===== config.mk =====
export PLATFORM = sky130hd
export DESIGN_NAME = drum_mul_arbiter
export DESIGN_NICKNAME = d
export VERILOG_FILES = /design/src/rtl/drum_pkg.sv /design/src/rtl/drum_rr_arb2.sv /design/src/rtl/main_drum.sv /design/src/rtl/drum_mul_arbiter.sv
export SDC_FILE = /design/constraint.sdc
export NUM_CORES = 1
export LEC_CHECK = 0
export ABC_AREA = 1
export BUFFER_PORTS_ARGS = -buffer_cell sky130_fd_sc_hd__buf_2
export CELL_PAD_IN_SITES_DETAIL_PLACEMENT = 1
export CELL_PAD_IN_SITES_GLOBAL_PLACEMENT = 1
export CORE_ASPECT_RATIO = 1.1
export CORE_UTILIZATION = 42
export DETAILED_ROUTE_END_ITERATION = 16
export PLACE_DENSITY = 0.95
export SLEW_MARGIN = 20
export SYNTH_ARGS = -nofsm -noshare
export SYNTH_HDL_FRONTEND = slang
export SYNTH_SLANG_ARGS = --single-unit

===== constraint.sdc =====
create_clock -name clk -period 9.2 [get_ports clk]
set_input_delay 0.46 -clock clk [delete_from_list [all_inputs] [get_ports clk]]
set_output_delay 0.46 -clock clk [all_outputs]
set_load 0.05 [all_outputs]

===== src/rtl/drum_pkg.sv =====
// Shared definitions for the DRUM multiplier arbiter: widths, FSM encoding
// and the operand truncation used by the approximate multiplier.
package drum_pkg;

    localparam int DRUM_W = 8;
    // Number of significant bits kept from each operand by the DRUM core.
    localparam int DRUM_K = 4;

    // 2'd3 is unused; the FSM treats it as IDLE.
    typedef enum logic [1:0] {
        IDLE = 2'd0,
        CALC = 2'd1,
        HOLD = 2'd2
    } state_t;

    typedef struct packed {
        logic [DRUM_K-1:0] mant;
        logic [2:0]        shift;
    } drum_trunc_t;

    // Keep the DRUM_K bits starting at the leading one; when bits are dropped
    // the kept LSB is forced to 1 so the truncation error is unbiased.
    function automatic drum_trunc_t drum_trunc(input logic [DRUM_W-1:0] x);
        drum_trunc_t r;
        int          lead;
        lead = 0;
        for (int i = 0; i < DRUM_W; i++) begin
            if (x[i]) lead = i;
        end
        if (lead < DRUM_K) begin
            r.mant  = x[DRUM_K-1:0];
            r.shift = 3'd0;
        end else begin
            r.shift = 3'(lead - DRUM_K + 1);
            r.mant  = DRUM_K'(x >> r.shift) | DRUM_K'(1);
        end
        return r;
    endfunction

endpackage


===== src/rtl/drum_rr_arb2.sv =====
// Two-way round-robin grant: a lone requester always wins, a tie goes to
// the requester that was not granted last time.
module drum_rr_arb2 (
    input  logic valid0,
    input  logic valid1,
    input  logic last_grant,
    output logic gnt_valid,
    output logic gnt_idx
);

    // Pure combinational choice; the caller owns last_grant.
    always_comb begin
        gnt_valid = valid0 | valid1;
        gnt_idx   = (valid0 && valid1) ? ~last_grant : valid1;
    end

endmodule


===== src/rtl/main_drum.sv =====
// Combinational 8x8 DRUM approximate multiplier. Operands below 2^DRUM_K
// multiply exactly; larger ones are truncated to DRUM_K significant bits.
module main_drum
    import drum_pkg::*;
(
    input  logic [DRUM_W-1:0]   a,
    input  logic [DRUM_W-1:0]   b,
    output logic [2*DRUM_W-1:0] prod
);

    drum_trunc_t         ta;
    drum_trunc_t         tb;
    logic [2*DRUM_W-1:0] mant_prod;
    logic [3:0]          shift;

    // Multiply the truncated mantissas and restore the dropped magnitude.
    always_comb begin
        ta        = drum_trunc(a);
        tb        = drum_trunc(b);
        mant_prod = (2*DRUM_W)'(ta.mant) * (2*DRUM_W)'(tb.mant);
        shift     = {1'b0, ta.shift} + {1'b0, tb.shift};
        prod      = mant_prod << shift;
    end

endmodule


===== src/rtl/drum_mul_arbiter.sv =====
// Shares one DRUM multiplier between two valid/ready requesters.
// Handshake: a request moves when reqN_valid && reqN_ready, a response moves
// when rspN_valid && rspN_ready; reqN_ready is high only in a grant cycle
// (IDLE, or HOLD while the response transfers) and only for the winner.
module drum_mul_arbiter
    import drum_pkg::*;
#(
    parameter int DATA_W = 8,
    parameter int CNT_W  = 16
) (
    input  logic                clk,
    input  logic                rst_n,
    input  logic                req0_valid,
    output logic                req0_ready,
    input  logic [DATA_W-1:0]   req0_a,
    input  logic [DATA_W-1:0]   req0_b,
    output logic                rsp0_valid,
    input  logic                rsp0_ready,
    output logic [2*DATA_W-1:0] rsp0_prod,
    input  logic                req1_valid,
    output logic                req1_ready,
    input  logic [DATA_W-1:0]   req1_a,
    input  logic [DATA_W-1:0]   req1_b,
    output logic                rsp1_valid,
    input  logic                rsp1_ready,
    output logic [2*DATA_W-1:0] rsp1_prod,
    output logic                busy,
    output logic [CNT_W-1:0]    done_cnt0,
    output logic [CNT_W-1:0]    done_cnt1
);

    localparam logic [CNT_W-1:0] CNT_ONE = {{(CNT_W-1){1'b0}}, 1'b1};

    state_t              state_q;
    state_t              state_d;
    logic [DATA_W-1:0]   op_a;
    logic [DATA_W-1:0]   op_b;
    logic [2*DATA_W-1:0] prod_q;
    logic [2*DATA_W-1:0] drum_prod;
    logic                owner;
    logic                last_grant;
    logic                gnt_valid;
    logic                gnt_idx;
    logic                rsp_xfer;
    logic                grant_window;
    logic                do_grant;

    drum_rr_arb2 u_arb (
        .valid0     (req0_valid),
        .valid1     (req1_valid),
        .last_grant (last_grant),
        .gnt_valid  (gnt_valid),
        .gnt_idx    (gnt_idx)
    );

    main_drum u_drum (
        .a    (op_a),
        .b    (op_b),
        .prod (drum_prod)
    );

    // Handshake decode; rst_n gating keeps every output at 0 during reset.
    always_comb begin
        rsp_xfer     = (state_q == HOLD) && (owner ? rsp1_ready : rsp0_ready);
        grant_window = rst_n && ((state_q == IDLE) || rsp_xfer);
        do_grant     = grant_window && gnt_valid;
        req0_ready   = do_grant && !gnt_idx;
        req1_ready   = do_grant && gnt_idx;
        rsp0_valid   = (state_q == HOLD) && !owner;
        rsp1_valid   = (state_q == HOLD) && owner;
        rsp0_prod    = rsp0_valid ? prod_q : '0;
        rsp1_prod    = rsp1_valid ? prod_q : '0;
        busy         = (state_q != IDLE);
    end

    // Next-state logic: IDLE -> CALC on grant, CALC -> HOLD always,
    // HOLD leaves only when the owner takes the product.
    always_comb begin
        state_d = state_q;
        case (state_q)
            IDLE:    if (do_grant) state_d = CALC;
            CALC:    state_d = HOLD;
            HOLD:    if (rsp_xfer) state_d = do_grant ? CALC : IDLE;
            default: state_d = IDLE;
        endcase
    end

    // State register.
    always_ff @(posedge clk or negedge rst_n) begin
        if (!rst_n) state_q <= IDLE;
        else        state_q <= state_d;
    end

    // Operand capture, product register, round-robin history and counters.
    always_ff @(posedge clk or negedge rst_n) begin
        if (!rst_n) begin
            op_a       <= '0;
            op_b       <= '0;
            prod_q     <= '0;
            owner      <= 1'b0;
            last_grant <= 1'b1;
            done_cnt0  <= '0;
            done_cnt1  <= '0;
        end else begin
            if (do_grant) begin
                owner      <= gnt_idx;
                last_grant <= gnt_idx;
                op_a       <= gnt_idx ? req1_a : req0_a;
                op_b       <= gnt_idx ? req1_b : req0_b;
            end
            if (state_q == CALC) prod_q <= drum_prod;
            if (rsp_xfer) begin
                if (owner) done_cnt1 <= done_cnt1 + CNT_ONE;
                else       done_cnt0 <= done_cnt0 + CNT_ONE;
            end
        end
    end

endmodule


**Word level (Yosys, flattened, before mapping)**

Cells that the tools add are included.

- Register bits: 68
- Output and inout port bits: 69

- Add/sub/neg operators: 7
- Multiply operators: 1
- Order comparisons: 2
- Equality and inequality tests: 4
- Shift-type cells: 3
- Muxes and demuxes: 26
- Bitwise gates (word level): 3
- Reductions and logical operators: 16

Operators with widths:

| cell | number |
|---|---|
| 32-bit 2-to-1 mux | 6 |
| 16-bit by 1-bit adder with 16-bit output, second input constant | 2 |
| 32-bit by 4-bit less-than comparator with 1-bit output, second input constant | 1 |
| 16-bit 2-to-1 mux | 2 |
| 8-bit 2-to-1 mux | 2 |
| 8-bit by 4-bit << shifter with 16-bit output | 1 |
| 8-bit by 3-bit >> shifter with 4-bit output | 2 |
| 7-bit 2-to-1 mux | 2 |
| 3-bit 2-to-1 mux | 4 |
| 1-bit logical AND | 8 |
| 4-bit by 4-bit multiplier with 8-bit output | 1 |
| 2-bit 2-to-1 mux | 4 |
| 3-bit by 2-bit adder with 3-bit output, second input constant | 2 |
| 2-bit one-hot mux with 3 select lines | 1 |
| 2-bit AND reduction | 3 |
| 3-bit subtractor, second input constant | 2 |
| 1-bit 2-to-1 mux | 5 |
| 3-bit by 3-bit adder with 4-bit output | 1 |
| 2-bit inequality test, second input constant | 2 |
| 3-bit less-than comparator, second input constant | 1 |
| 2-bit by 1-bit equality test with 1-bit output, second input constant | 1 |
| 2-bit equality test, second input constant | 1 |
| 1-bit logical NOT | 2 |
| 2-bit logical NOT | 1 |
| other kinds (4) | 5 |

**Logic depth before layout (Yosys ltp)**

Gate-level depths: netlist (run 1).

- Word-level depth: 13
- Gate-level depth with buffers: 30
- Mapped depth without buffers: 30

**Hierarchy**

From an unflattened synthesis (run 1), not the netlist that was laid out.

- Cells, all modules: 820
- Area total of the unflattened synthesis: 5238.8 um^2

By module, submodules not included:

| module | times used | cells an instance | area an instance (um^2) | seq. area each (um^2) |
|---|---|---|---|---|
| drum_mul_arbiter | 1 | 512 | 3594.7 | 1702.9 |
| main_drum | 1 | 305 | 1629.1 | 0.0 |
| drum_rr_arb2 | 1 | 3 | 15.0 | 0.0 |

**Least setup slack after synthesis (run 1)**

OpenSTA, ideal clock, no wires.

- Path type: register -> register
- Start: register op_b[7]
- End: register prod_q[14]
- Setup time: 0.065 ns
- Arrival: 4.165 ns
- Setup slack: 4.970 ns
- Stages on the path, launching flop included: 22
- Buffers on the path: 0
- Period minus slack after synthesis: 4.230 ns
- Path through: dfrtp_1 inv_1 nand2_1 nand2_1 inv_1 ha_1 ha_1 inv_1 a21oi_1 nand2_1 o21ai_0 nand2_1 fa_1 fa_1 inv_1 fa_1 nor2_1 o21bai_1 or2_2 nand3_1 nand3_1 nand2_1

- Word-level cells in the longest chain between the ends: 7
- Elaborated cells between the ends (all ways): 9
- Those cells by class: add/sub: 3; mul: 1; order compare: 1; shift: 2; mux: 2

Ends and longest elaborated chain:

| element | line | source |
|---|---|---|
| from (decl) | drum_mul_arbiter.sv:37 | `logic [DATA_W-1:0] op_b;` |
| from (signal assigned) | drum_mul_arbiter.sv:109 | `op_b <= gnt_idx ? req1_b : req0_b;` |
| 3-bit 2-to-1 mux | drum_pkg.sv:28 | `if (x[i]) lead = i;` |
| 3-bit subtractor | drum_pkg.sv:34 | `r.shift = 3'(lead - DRUM_K + 1);` |
| 3-bit by 2-bit adder with 3-bit output | drum_pkg.sv:34 |  |
| 8-bit by 3-bit >> shifter with 4-bit output | drum_pkg.sv:35 | `r.mant = DRUM_K'(x >> r.shift) \| DRUM_K'(1);` |
| 7-bit 2-to-1 mux * | drum_pkg.sv:30 | `if (lead < DRUM_K) begin` |
| 4-bit by 4-bit multiplier with 8-bit output | main_drum.sv:20 | `mant_prod = (2*DRUM_W)'(ta.mant) * (2*DRUM_W)'(tb.mant);` |
| 8-bit by 4-bit << shifter with 16-bit output * | main_drum.sv:22 | `prod = mant_prod << shift;` |
| to (signal assigned) | drum_mul_arbiter.sv:111 | `if (state_q == CALC) prod_q <= drum_prod;` |
| to (decl) | drum_mul_arbiter.sv:38 | `logic [2*DATA_W-1:0] prod_q;` |

Every way passes the cells marked *; elsewhere a longest branch is shown, timed or not.
A chain may end at the register's enable or synchronous reset.

**Worst setup path after layout (run 1)**

- Start: register op_a[7]
- End: register prod_q[15]

- Word-level cells in the longest chain between the ends: 7
- Elaborated cells between the ends (all ways): 9
- Those cells by class: add/sub: 3; mul: 1; order compare: 1; shift: 2; mux: 2

Ends and longest elaborated chain:

| element | line | source |
|---|---|---|
| from (decl) | drum_mul_arbiter.sv:36 | `logic [DATA_W-1:0] op_a;` |
| from (signal assigned) | drum_mul_arbiter.sv:108 | `op_a <= gnt_idx ? req1_a : req0_a;` |
| 32-bit 2-to-1 mux | drum_pkg.sv:28 |  |
| 3-bit subtractor | drum_pkg.sv:34 |  |
| 3-bit by 2-bit adder with 3-bit output | drum_pkg.sv:34 |  |
| 8-bit by 3-bit >> shifter with 4-bit output | drum_pkg.sv:35 |  |
| 7-bit 2-to-1 mux * | drum_pkg.sv:30 |  |
| 4-bit by 4-bit multiplier with 8-bit output | main_drum.sv:20 |  |
| 8-bit by 4-bit << shifter with 16-bit output * | main_drum.sv:22 |  |

Marks and branches as above.

==> summary.md, run 1 <==
| Metric | Value |
|---|---|
| Mapped Cells | around 650 |
| Critical Path RT | between 9 and 10 ns |
| Largest net degree at the start of global routing | 70 |
| Met2 WL | 8110 um |
| CP Max Fanout | 8 |
| Worst min path class | input port to asynchronous set/reset pin |
| Worst-skew pair later-pin latency | between 0.3 and 0.4 ns |
| Crit path capture | prod_q[15] |
| Met1 Wirelength | 5790 um |
| DR top layer | met4 |
| TNS Setup | 0 ns |
| Sequential Area | 1700 sq um |
| Worst Skew | around 0.0061 ns |
| Finish-stage setup viols | 0 |
| Slew Viols, Final | 0 |
| Clock sink count | 68 |
| Synthesized Nets | 716 |
| Drt wl/cell | roughly 16 um |
| Pre-CTS setup slack | around 4.5 ns |
| Yosys top cell area share | 0.354 |
| FFs w/ async S/R, synth | 1.00 |
| Mean Syn Cell Area | 7.26 sq um |
| CTS buffer count | 9 |
| Vias in the first global route | ~5200 |
| Hold Buf Count CTS | 0 |
| First-pass GRT wire length | approximately 25000 um |
| Fillers | roughly 1400 |
| FF-to-FF path depth | 27 |
| Post-synth top cells | nand2_1, inv_1, nor2_1, nand3_1, dfrtp_1 |
| Crit path time final | 4.89 ns |
| Post-DP HPWL | between 10000 and 15000 um |
| Worst Max-Slew Pin Slew | a little over 1 ns |
| Reg2Reg Setup Slack | roughly 4.3 ns |
| CP startpoint kind | register |
| RSZ-0062 raised after global routing | false |
| CTS tree | built |
| Synth area leader | dfrtp_1 |
| Drt first-iter violations | 154 |
| Worst Path Arrival | 5.12 ns |
| WL final | 14900 um |
| Final Cycle Share | 0.531 |
| Seq/Total Area, Yosys | 0.360 |
| Die Wd | just over 100 um |
| Post-synth EDFFs | 0 |
| Worst-path clk slew | roughly 0.060 ns |
| Number of synthesized register bits | 68 |
| Starting Density | 0.432 |
| Yosys warning count | 0 |
| Worst reg2reg path endpoint | prod_q[15] |
| Via count | 4833 |
| DRC viols | 0 |
| Share of layout cells above drive strength 1 | 0.204 |
| Count leader, synth | nand2_1 |
| Die area | between 10000 and 15000 sq um |
| Post-CTS Setup Bufs | 0 |
| Reg-to-Reg Start | op_a[7] |
| Netlist cell types | 36 |
| Inst Count DP | 896 |
| Num rows | 40 |
| DR pass1 iterations | 4 |
| CP endpoint kind | register |
| Longest Clk Path Bufs | 2 |
| DR WL met3 | 522 um |
| Antenna cells | 0 |
| Area Overhead vs Synth | 20.1% |
| Post-CTS Resized | 0 |
| H-tree levels | 3 |
| Final ANT Viol Nets | 0 |
| Worst setup margin | 4.31 ns |
| Final net count | between 800 and 900 |
| Area of the multi-input gates | 2670 sq um |
| Top Ports | 107 |
| Crit path from | op_a[7] |
| Post-route insts no fill | 912 |
| Ranking of synthesized cells by area | dfrtp_1, nand2_1, nand3_1 |
| Max-cap violations | 0 |
| WS Path Type | register to register |
| Clock Tree Root | clkbuf_16 |
| Mapped cell area | between 4000 and 5000 sq um |
| Predominant post-synthesis flop cell | dfrtp_1 |
| Fmax | 205 MHz |
| Die Y | about 110 um |
| Area of the core | roughly 11000 sq um |
| Core Util, Final | 0.519 |
| Final hold violations | 0 |
| Vias per cell | between 5 and 6 |
| RePlAce Congestion | 0.884 |
| Initial antenna violation count | 0 |
| Rel. slew slack | 0.311 |
| Number of I/O port buffers | roughly 110 |
| Status | finished, final reports clean |
| GRT Total Usage | 0.270 |
| Gr ovfl total | 0 |
-- worst min path at each step --
stage,start,end,cells after the start
floorplan,rst_n,done_cnt0[0],0
global placement,last_grant,last_grant,2
detailed placement,last_grant,last_grant,2
CTS,req0_a[6],op_a[6],3
global route,req0_a[3],op_a[3],3
finish,rst_n,done_cnt0[10],2
-- per-stage QoR --
stage	hold slack [ns]	instance area, sq um
floorplan	0.164	4730
global placement	0.454	5410
detailed placement	0.470	5410
CTS	0.333	5690
global route	0.340	5690
finish	0.319	5690
-- flip-flops by register name, summed over array words and instances (netlist names) --
register / flops
op_b: 8
done_cnt0: 16
done_cnt1: 16
op_a: 8
owner: 1
last_grant: 1
prod_q: 16
state_q: 2
-- cell type report --
| type | instances | area share |
|---|---|---|
| multi-input cells | 489 | 0.469 |
| flip-flops and latches | 68 | 0.299 |
| repair buffers | 107 | 0.0946 |
| inverters | 85 | 0.0561 |
| clock buffers | 10 | 0.0420 |
| well taps | 147 | 0.0323 |
| clock inverters | 6 | 0.00682 |
-- routing by layer --
| layer | vias up | GRT usage |
|---|---|---|
| met3 | 50 | 0.0414 |
| met5 | - | 0 |
| met4 | 0 | 0.121 |
| met2 | 147 | 0.508 |
| li1 | 2308 | - |
| met1 | 2328 | 0.291 |
-- worst max-delay path: stages, from the launching register on --
cell and delay, ns:
dfrtp_1 0.43, inv_1 0.19, nand2_1 0.22, nand2_1 0.18
inv_1 0.09, ha_1 0.22, ha_1 0.36, inv_1 0.10
nand2_1 0.08, nand2_1 0.06, inv_1 0.06, nand2_1 0.06
nand2_1 0.11, nand3_1 0.12, fa_1 0.49, fa_1 0.54
inv_1 0.06, fa_1 0.47, nand3_1 0.13, nand2_1 0.06
nand2_1 0.08, nand2_1 0.08, inv_1 0.08, nand2_1 0.09
nand3_1 0.12, nand3_1 0.11, nand3_1 0.14, nand2_1 0.06
-- layout by cell type (no fill, tap or decap), types with 2 or more instances in the layout --
| cell | n |
|---|---|
| clkbuf_16 | 9 |
| nand3_2 | 2 |
| inv_1 | 79 |
| nor3_1 | 4 |
| xor2_1 | 18 |
| clkinvlp_4 | 2 |
| nand3b_1 | 2 |
| o22ai_1 | 8 |
| nor2_4 | 4 |
| nand2_2 | 5 |
| o211ai_1 | 12 |
| nor2_2 | 5 |
| o21ai_0 | 14 |
| o211ai_2 | 6 |
| clkinv_2 | 3 |
| xnor2_1 | 11 |
| nand2_1 | 197 |
| fa_1 | 5 |
| nor4_1 | 2 |
| buf_2 | 106 |
| nand3_1 | 68 |
| a21oi_1 | 16 |
| inv_2 | 5 |
| dfrtp_1 | 67 |
| nand4_1 | 10 |
| ha_1 | 21 |
| nor2_1 | 71 |
-- logic make-up after synthesis --
logic type | synth area share
flops | 0.360
simple gates | 0.347
buf+inv | 0.0774
xor+xnor | 0.0536
compound gates | 0.0854
fa+ha+maj | 0.0766
Power of run 1 is not shown: default switching activity piles up to over one toggle a cycle in this logic, so the estimate is an artifact.
==> inputs of run 2 (changes only) <==
--- a/config.mk
+++ b/config.mk
@@ -5,14 +5,14 @@
 export SDC_FILE = /design/constraint.sdc
 export NUM_CORES = 1
 export LEC_CHECK = 0
-export ABC_AREA = 1
+export ABC_AREA = 0
 export BUFFER_PORTS_ARGS = -buffer_cell sky130_fd_sc_hd__buf_2
 export CELL_PAD_IN_SITES_DETAIL_PLACEMENT = 1
 export CELL_PAD_IN_SITES_GLOBAL_PLACEMENT = 1
 export CORE_ASPECT_RATIO = 1.1
-export CORE_UTILIZATION = 42
+export CORE_UTILIZATION = 37
 export DETAILED_ROUTE_END_ITERATION = 16
-export PLACE_DENSITY = 0.95
+export PLACE_DENSITY = 0.88
 export SLEW_MARGIN = 20
 export SYNTH_ARGS = -nofsm -noshare
 export SYNTH_HDL_FRONTEND = slang
==> constraint.sdc (replaced) <==
create_clock -name clk -period 4 [get_ports clk]
set_input_delay 0.2 -clock clk [delete_from_list [all_inputs] [get_ports clk]]
set_output_delay 0.2 -clock clk [all_outputs]
set_load 0.05 [all_outputs]
==> summary.md, run 2 <==
| Metric | Value |
|---|---|
| Via count | 4736 (-2.0%) |
| Number of synthesized register bits | 68 (unchanged) |
| Predominant post-synthesis flop cell | dfrtp_1 |
| Yosys warning count | 0 (unchanged) |
| FFs w/ async S/R, synth | 1.00 (unchanged) |
| Mapped cell area | 4530 sq um (-4.4%) |
| Netlist cell types | 59 (+64%) |
| Worst setup margin | -1.22 ns (-5.53 ns) |
| Status | finished, violations left |
| Count leader, synth | dfrtp_1 |
| Die Y | 118 um (+4.1%) |
| Worst Path Arrival | 5.45 ns (+0.33 ns) |
| WS Path Type | register to register |
| Seq/Total Area, Yosys | 0.376 (+0.0164) |
| Synth area leader | dfrtp_1 |
| Vias in the first global route | 5208 (+1.1%) |
| Longest Clk Path Bufs | 2 (unchanged) |
| GRT Total Usage | 0.264 (-0.00596) |
| Final ANT Viol Nets | 0 (unchanged) |
| Fmax | 192 MHz (-6.3%) |
| Number of I/O port buffers | 106 (unchanged) |
| Share of layout cells above drive strength 1 | 0.418 (+0.215) |
| Biggest regs | done_cnt0 (16), done_cnt1 (16), prod_q (16) |
| CTS buffer count | 9 (unchanged) |
| Max-cap violations | 0 (unchanged) |
| Drt wl/cell | 19.6 um (+20%) |
| Top Ports | 107 (unchanged) |
| Slew Viols, Final | 0 (unchanged) |
| Die area | 12700 sq um (+8.4%) |
| Area Overhead vs Synth | 44.0% |
| Worst-skew pair later-pin latency | 0.35 ns (about the same) |
| RSZ-0062 raised after global routing | true |
| DRC viols | 0 (unchanged) |
| Rel. slew slack | 0.383 (+0.0718) |
| Synthesized Nets | 566 (-21%) |
| Failing checks | negative setup slack |
| Post-synth EDFFs | 0 (unchanged) |
| Crit path time final | 5.22 ns (+0.329 ns) |
| Sequential Area | 1700 sq um (unchanged) |
| Num rows | 42 (+5.0%) |
| H-tree levels | 3 (unchanged) |
| Finish-stage setup viols | 13 (+13) |
| Area of the core | 12000 sq um (+9.3%) |
| Final Cycle Share | 1.30 (+0.773) |
| WL final | 16600 um (+11%) |
| Post-route insts no fill | 847 (-7.1%) |
| CP endpoint kind | register |
| Clock sink count | 68 (unchanged) |
| First-pass GRT wire length | 25700 um (+5.0%) |
| Final hold violations | 0 (unchanged) |
| Worst Skew | 0.00919 ns (+0.00307 ns) |
| Gr ovfl total | 0 (unchanged) |
| Pre-CTS setup slack | -1.28 ns (-5.75 ns) |
| CTS tree | built |
| Largest net degree at the start of global routing | 69 (-1.4%) |
| Initial antenna violation count | 0 (unchanged) |
| Post-DP HPWL | 11100 um (-3.3%) |
| Yosys top cell area share | 0.370 (+0.0161) |
| Clock Tree Root | clkbuf_16 |
| Most frequent cells in the layout | buf_2, buf_4, dfrtp_1, nor2_1, and2_1 |
| Mapped Cells | 502 (-23%) |
| Fillers | 1421 (+0.42%) |
| DR pass1 iterations | 4 (unchanged) |
| Commonest non-fill, non-tap cell in the layout | buf_2 |
| Die Wd | 107 um (+4.1%) |
| Worst min path class | input port to register |
| RePlAce Congestion | 0.892 (+0.97%) |
| Starting Density | 0.378 (-0.0540) |
| Inst Count DP | 802 (-10%) |
| Final net count | 752 (-8.7%) |
| TNS Setup | -14.94 ns (-14.94 ns) |
| Ranking of synthesized cells by area | dfrtp_1, ha_1, nor2_1 |
| Area of the multi-input gates | 2910 sq um (+9.3%) |
| CP Max Fanout | 6 (-2) |
| CP startpoint kind | register |
| Worst Max-Slew Pin Slew | 0.922 ns (-0.104 ns) |
| Vias per cell | 5.59 (+5.5%) |
| Worst-path clk slew | 0.07 ns (about the same) |
| Drt first-iter violations | 226 (+47%) |
| Mean Syn Cell Area | 9.02 sq um (+24%) |
| Antenna cells | 0 (unchanged) |
| Post-synth top cells | dfrtp_1, nor2_1, inv_1, and2_1, nand2_1 |
| Critical Path RT | 4.23 ns (-5.20 ns) |
| Hold Buf Count CTS | 0 (unchanged) |
-- run 2: worst max-delay path, cell delays in order, from the launching register on --
cell and delay [ns]:
dfrtp_1 0.38, buf_4 0.13, nor2_1 0.05, o311ai_2 0.35
ha_4 0.30, clkbuf_2 0.16, nor2_1 0.11, nor2_1 0.05
o311a_1 0.31, nor3_2 0.12, a21oi_1 0.10, or2_4 0.25
fa_1 0.49, fa_1 0.51, inv_2 0.06, buf_6 0.12
fa_2 0.36, xor2_2 0.17, mux4_2 0.52, nand2_2 0.12
o21ai_2 0.09, buf_4 0.17, a22o_1 0.18
-- run 2: metal layers --
| layer | vias to the layer above | share of wire | track usage | wire length (um) |
|---|---|---|---|---|
| met2 | 211 | 0.54 | 0.502 | 8900 |
| li1 | 2141 | - | - | - |
| met3 | 72 | 0.051 | 0.0565 | 853 |
| met4 | 0 | 0.052 | 0.143 | 856 |
| met1 | 2312 | 0.36 | 0.262 | 5970 |
| met5 | - | 0 | 0 | 0 |
-- run 2: layout make-up --
| class | instances | area share |
|---|---|---|
| multi-input combinational | 370 | 0.447 |
| sequential | 68 | 0.261 |
| timing repair buffer | 200 | 0.192 |
| clock buffer | 9 | 0.0345 |
| tap | 154 | 0.0295 |
| inverter | 39 | 0.0232 |
| clock inverter | 7 | 0.0127 |
-- run 2: kinds of logic (layout without fill, tap and decap cells) --
group | count (synthesis) | after routing | share of synthesized area
AO/OA/AOI/OAI | 106 | 106 | 0.168
XOR/XNOR | 36 | 36 | 0.0696
adder cells (fa/ha/maj) | 26 | 26 | 0.0801
buffers and inverters | 64 | 255 | 0.0564
flip-flops | 68 | 68 | 0.376
multiplexers | 11 | 11 | 0.0312
AND/OR/NAND/NOR | 191 | 191 | 0.219
-- run 2: repair_timing --
item | in CTS | in global routing
endpoints found under the hold margin | 0 | 0
setup buffers | 33 | 8
pin swaps | 14 | 31
endpoints found under the setup margin | 14 | 16
gates resized for setup | 27 | 30
-- run 2: stage by stage --
| step | area (sq um) | utilization | hold slack, ns |
|---|---|---|---|
| after floorplan | 4690 | - | -0.0956 |
| after global placement | 5750 | 0.480 | 0.428 |
| after detailed placement | 5750 | 0.480 | 0.437 |
| after CTS | 6420 | 0.536 | 0.0777 |
| after global routing | 6520 | 0.544 | 0.0977 |
| final | 6520 | 0.544 | 0.0785 |
-- run 2: worst paths after layout --
| kind | start | to | slack [ns] | depth (start not counted) |
|---|---|---|---|---|
| worst min register to register | done_cnt0[15] | done_cnt0[15] | 0.47 | 1 |
| worst min-delay path | req1_a[7] | op_a[7] | 0.08 | 3 |
| max in group asynchronous | rst_n | done_cnt1[12] | 3.34 | 2 |
| worst max register to register | op_b[2] | prod_q[4] | -1.22 | 22 |
| min in group asynchronous | rst_n | done_cnt0[2] | 0.09 | 2 |
| worst max-delay path | op_b[2] | prod_q[4] | -1.22 | 22 |
Power of run 2 is left out for the same reason.
==> inputs of run 3 (changes only) <==
--- a/config.mk
+++ b/config.mk
@@ -17,3 +17,4 @@
 export SYNTH_ARGS = -nofsm -noshare
 export SYNTH_HDL_FRONTEND = slang
 export SYNTH_SLANG_ARGS = --single-unit
+export TNS_END_PERCENT = 10
==> constraint.sdc (replaced) <==
create_clock -name clk -period 4 [get_ports clk]
set_input_delay 0.4 -clock clk [delete_from_list [all_inputs] [get_ports clk]]
set_output_delay 0.4 -clock clk [all_outputs]
set_load 0.05 [all_outputs]
==> summary.md, run 3 (same netlist as run 2, synthesis figures left out) <==
| Metric | Value |
|---|---|
| Most frequent cells in the layout | buf_2, buf_4, dfrtp_1, nor2_1, inv_1 |
| WL final | 14800 um (-11%) |
| Clock Tree Root | clkbuf_16 |
| Post-route insts no fill | 825 (-2.6%) |
| Fillers | 1451 (+2.1%) |
| Initial antenna violation count | 1 (+1) |
| Worst setup margin | -1.20 ns (+0.0150 ns) |
| Gr ovfl total | 0 (unchanged) |
| WS Path Type | register to register |
| FF-to-FF path depth | 26 (+18%) |
| Biggest regs | done_cnt0 (16), done_cnt1 (16), prod_q (16) |
| CTS buffer count | 9 (unchanged) |
| CP max stage delay | 0.53 ns (about the same) |
| Worst Skew | 0.00916 ns (-0.0000303 ns) |
| Num rows | 42 (unchanged) |
| Core Util, Final | 0.516 (-0.0279) |
| Clock sink count | 68 (unchanged) |
| Via count | 4528 (-4.4%) |
| Critical Path Slowest Stage Cell | fa_1 |
| Area of the core | 12000 sq um (unchanged) |
| Worst min path class | input port to asynchronous set/reset pin |
| Crit path top cell by count | ha_4 |
| DRC viols | 0 (unchanged) |
| Post-DP HPWL | 10900 um (-1.8%) |
| Worst Path Arrival | 5.42 ns (-0.03 ns) |
| CP endpoint kind | register |
| Worst reg2reg path endpoint | prod_q[14] |
| Share of layout cells above drive strength 1 | 0.369 (-0.0498) |
| RePlAce Congestion | 0.887 (-0.62%) |
| Final Cycle Share | 1.30 (-0.00376) |
| Status | finished, violations left |
| Finish-stage setup viols | 13 (unchanged) |
| Max-cap violations | 0 (unchanged) |
| Largest net degree at the start of global routing | 69 (unchanged) |
| Number of I/O port buffers | 106 (unchanged) |
| Worst-skew pair later-pin latency | 0.35 ns (about the same) |
| Final hold violations | 0 (unchanged) |
| Crit path from | op_b[2] |
| CTS tree | built |
| Die Y | 118 um (unchanged) |
| CP startpoint kind | register |
| Final net count | 729 (-3.1%) |
| Commonest non-fill, non-tap cell in the layout | buf_2 |
| Reg2Reg Setup Slack | -1.20 ns (+0.02 ns) |
| Failing checks | negative setup slack |
| GRT Total Usage | 0.245 (-0.0189) |
| RSZ-0062 raised after global routing | true |
| Top Ports | 107 (unchanged) |
| Inst Count DP | 799 (-0.37%) |
| Rel. slew slack | 0.435 (+0.0518) |
| Drt wl/cell | 18.0 um (-8.2%) |
| Fmax | 192 MHz (+0.29%) |
| Starting Density | 0.378 (unchanged) |
| Buf/Inv on CP | 5 (unchanged) |
| Worst-path clk slew | 0.06 ns (about the same) |
| Critical Path RT | 4.22 ns (about the same) |
| CP Max Fanout | 3 (-3) |
| Crit path time final | 5.20 ns (-0.0150 ns) |
| Cell family contributing the most delay on the critical path | compound AO/OA/AOI/OAI gates |
| Vias per cell | 5.49 (-1.8%) |
| First-pass GRT wire length | 24400 um (-5.3%) |
| Area Overhead vs Synth | 36.6% |
| Die Wd | 107 um (unchanged) |
| Final ANT Viol Nets | 0 (unchanged) |
| Worst Max-Slew Pin Slew | 0.848 ns (-0.0742 ns) |
| Die area | 12700 sq um (unchanged) |
| DR pass1 iterations | 7 (+3) |
| TNS Setup | -14.20 ns (+0.739 ns) |
| Reg-to-Reg Start | op_b[2] |
| Vias in the first global route | 4895 (-6.0%) |
| Drt first-iter violations | 195 (-14%) |
| Longest Clk Path Bufs | 2 (unchanged) |
| Slew Viols, Final | 0 (unchanged) |
| H-tree levels | 3 (unchanged) |
## run 3: cell count changes in the layout (fill, tap and decap cells not counted), moves of 3 or more
cell / delta
nor2_1: +4
inv_1: +3
o21ai_1: -6
a21oi_1: +3
o21ai_0: +6
buf_6: -5
buf_4: -17
## run 3: timing repair
item                       in CTS  in global routing
setup buffers                   6                  3
setup endpoints to repair      14                 14
hold endpoints to repair        0                  0
hold buffers                    0                  0
gates resized for setup        19                  4
pin swaps                      20                 15
## run 3: layer usage
metal	global-route usage	wire length, um
met1	0.269	5850
met2	0.452	7780
met3	0.0449	700
met4	0.110	492
met5	0	0
## run 3: worst max path at each step
stage	to	cells after the start
after CTS	prod_q[7]	24
final	prod_q[14]	26
after global routing	prod_q[14]	26
after floorplan	prod_q[7]	24
after global placement	prod_q[14]	22
after detailed placement	prod_q[7]	24
## run 3: area by class of cell
| cell class | instances | area, sq um | share of cell area |
|---|---|---|---|
| Clock inverter | 6 | 71.3 | 0.0115 |
| Inverter | 39 | 146 | 0.0237 |
| Antenna cell | 1 | 2.50 | 0.000404 |
| Tap cell | 154 | 193 | 0.0311 |
| Timing Repair Buffer | 177 | 1060 | 0.172 |
| Sequential cell | 68 | 1700 | 0.275 |
| Clock buffer | 10 | 239 | 0.0386 |
| Multi-Input combinational cell | 370 | 2770 | 0.447 |
## run 3: worst reg2reg max path, stage by stage (launching register included)
cell	delay, ns
dfrtp_1	0.38
inv_1	0.07
a21oi_2	0.16
o21bai_2	0.11
a21oi_2	0.19
inv_2	0.07
ha_4	0.16
ha_4	0.22
nor2_2	0.08
a21oi_1	0.08
o22ai_2	0.14
nor2_1	0.06
a211o_1	0.28
or2_4	0.26
fa_1	0.49
fa_1	0.53
inv_2	0.06
ha_4	0.20
a21o_1	0.17
a221oi_2	0.32
xnor2_1	0.13
buf_4	0.14
buf_4	0.13
nand4_1	0.09
o211ai_1	0.13
a221oi_2	0.33
nor2_1	0.08
## run 3: stage by stage
stage | hold WS, ns | worst slack [ns] | instance area, sq um
6_report | 0.280 | -1.20 | 6190
3_3_place_gp | 0.456 | -0.917 | 5710
3_5_place_dp | 0.485 | -1.24 | 5710
2_1_floorplan | 0.104 | -0.985 | 4660
5_1_grt | 0.300 | -1.46 | 6180
4_1_cts | 0.278 | -1.16 | 6140
Power of run 3 is left out for the same reason.
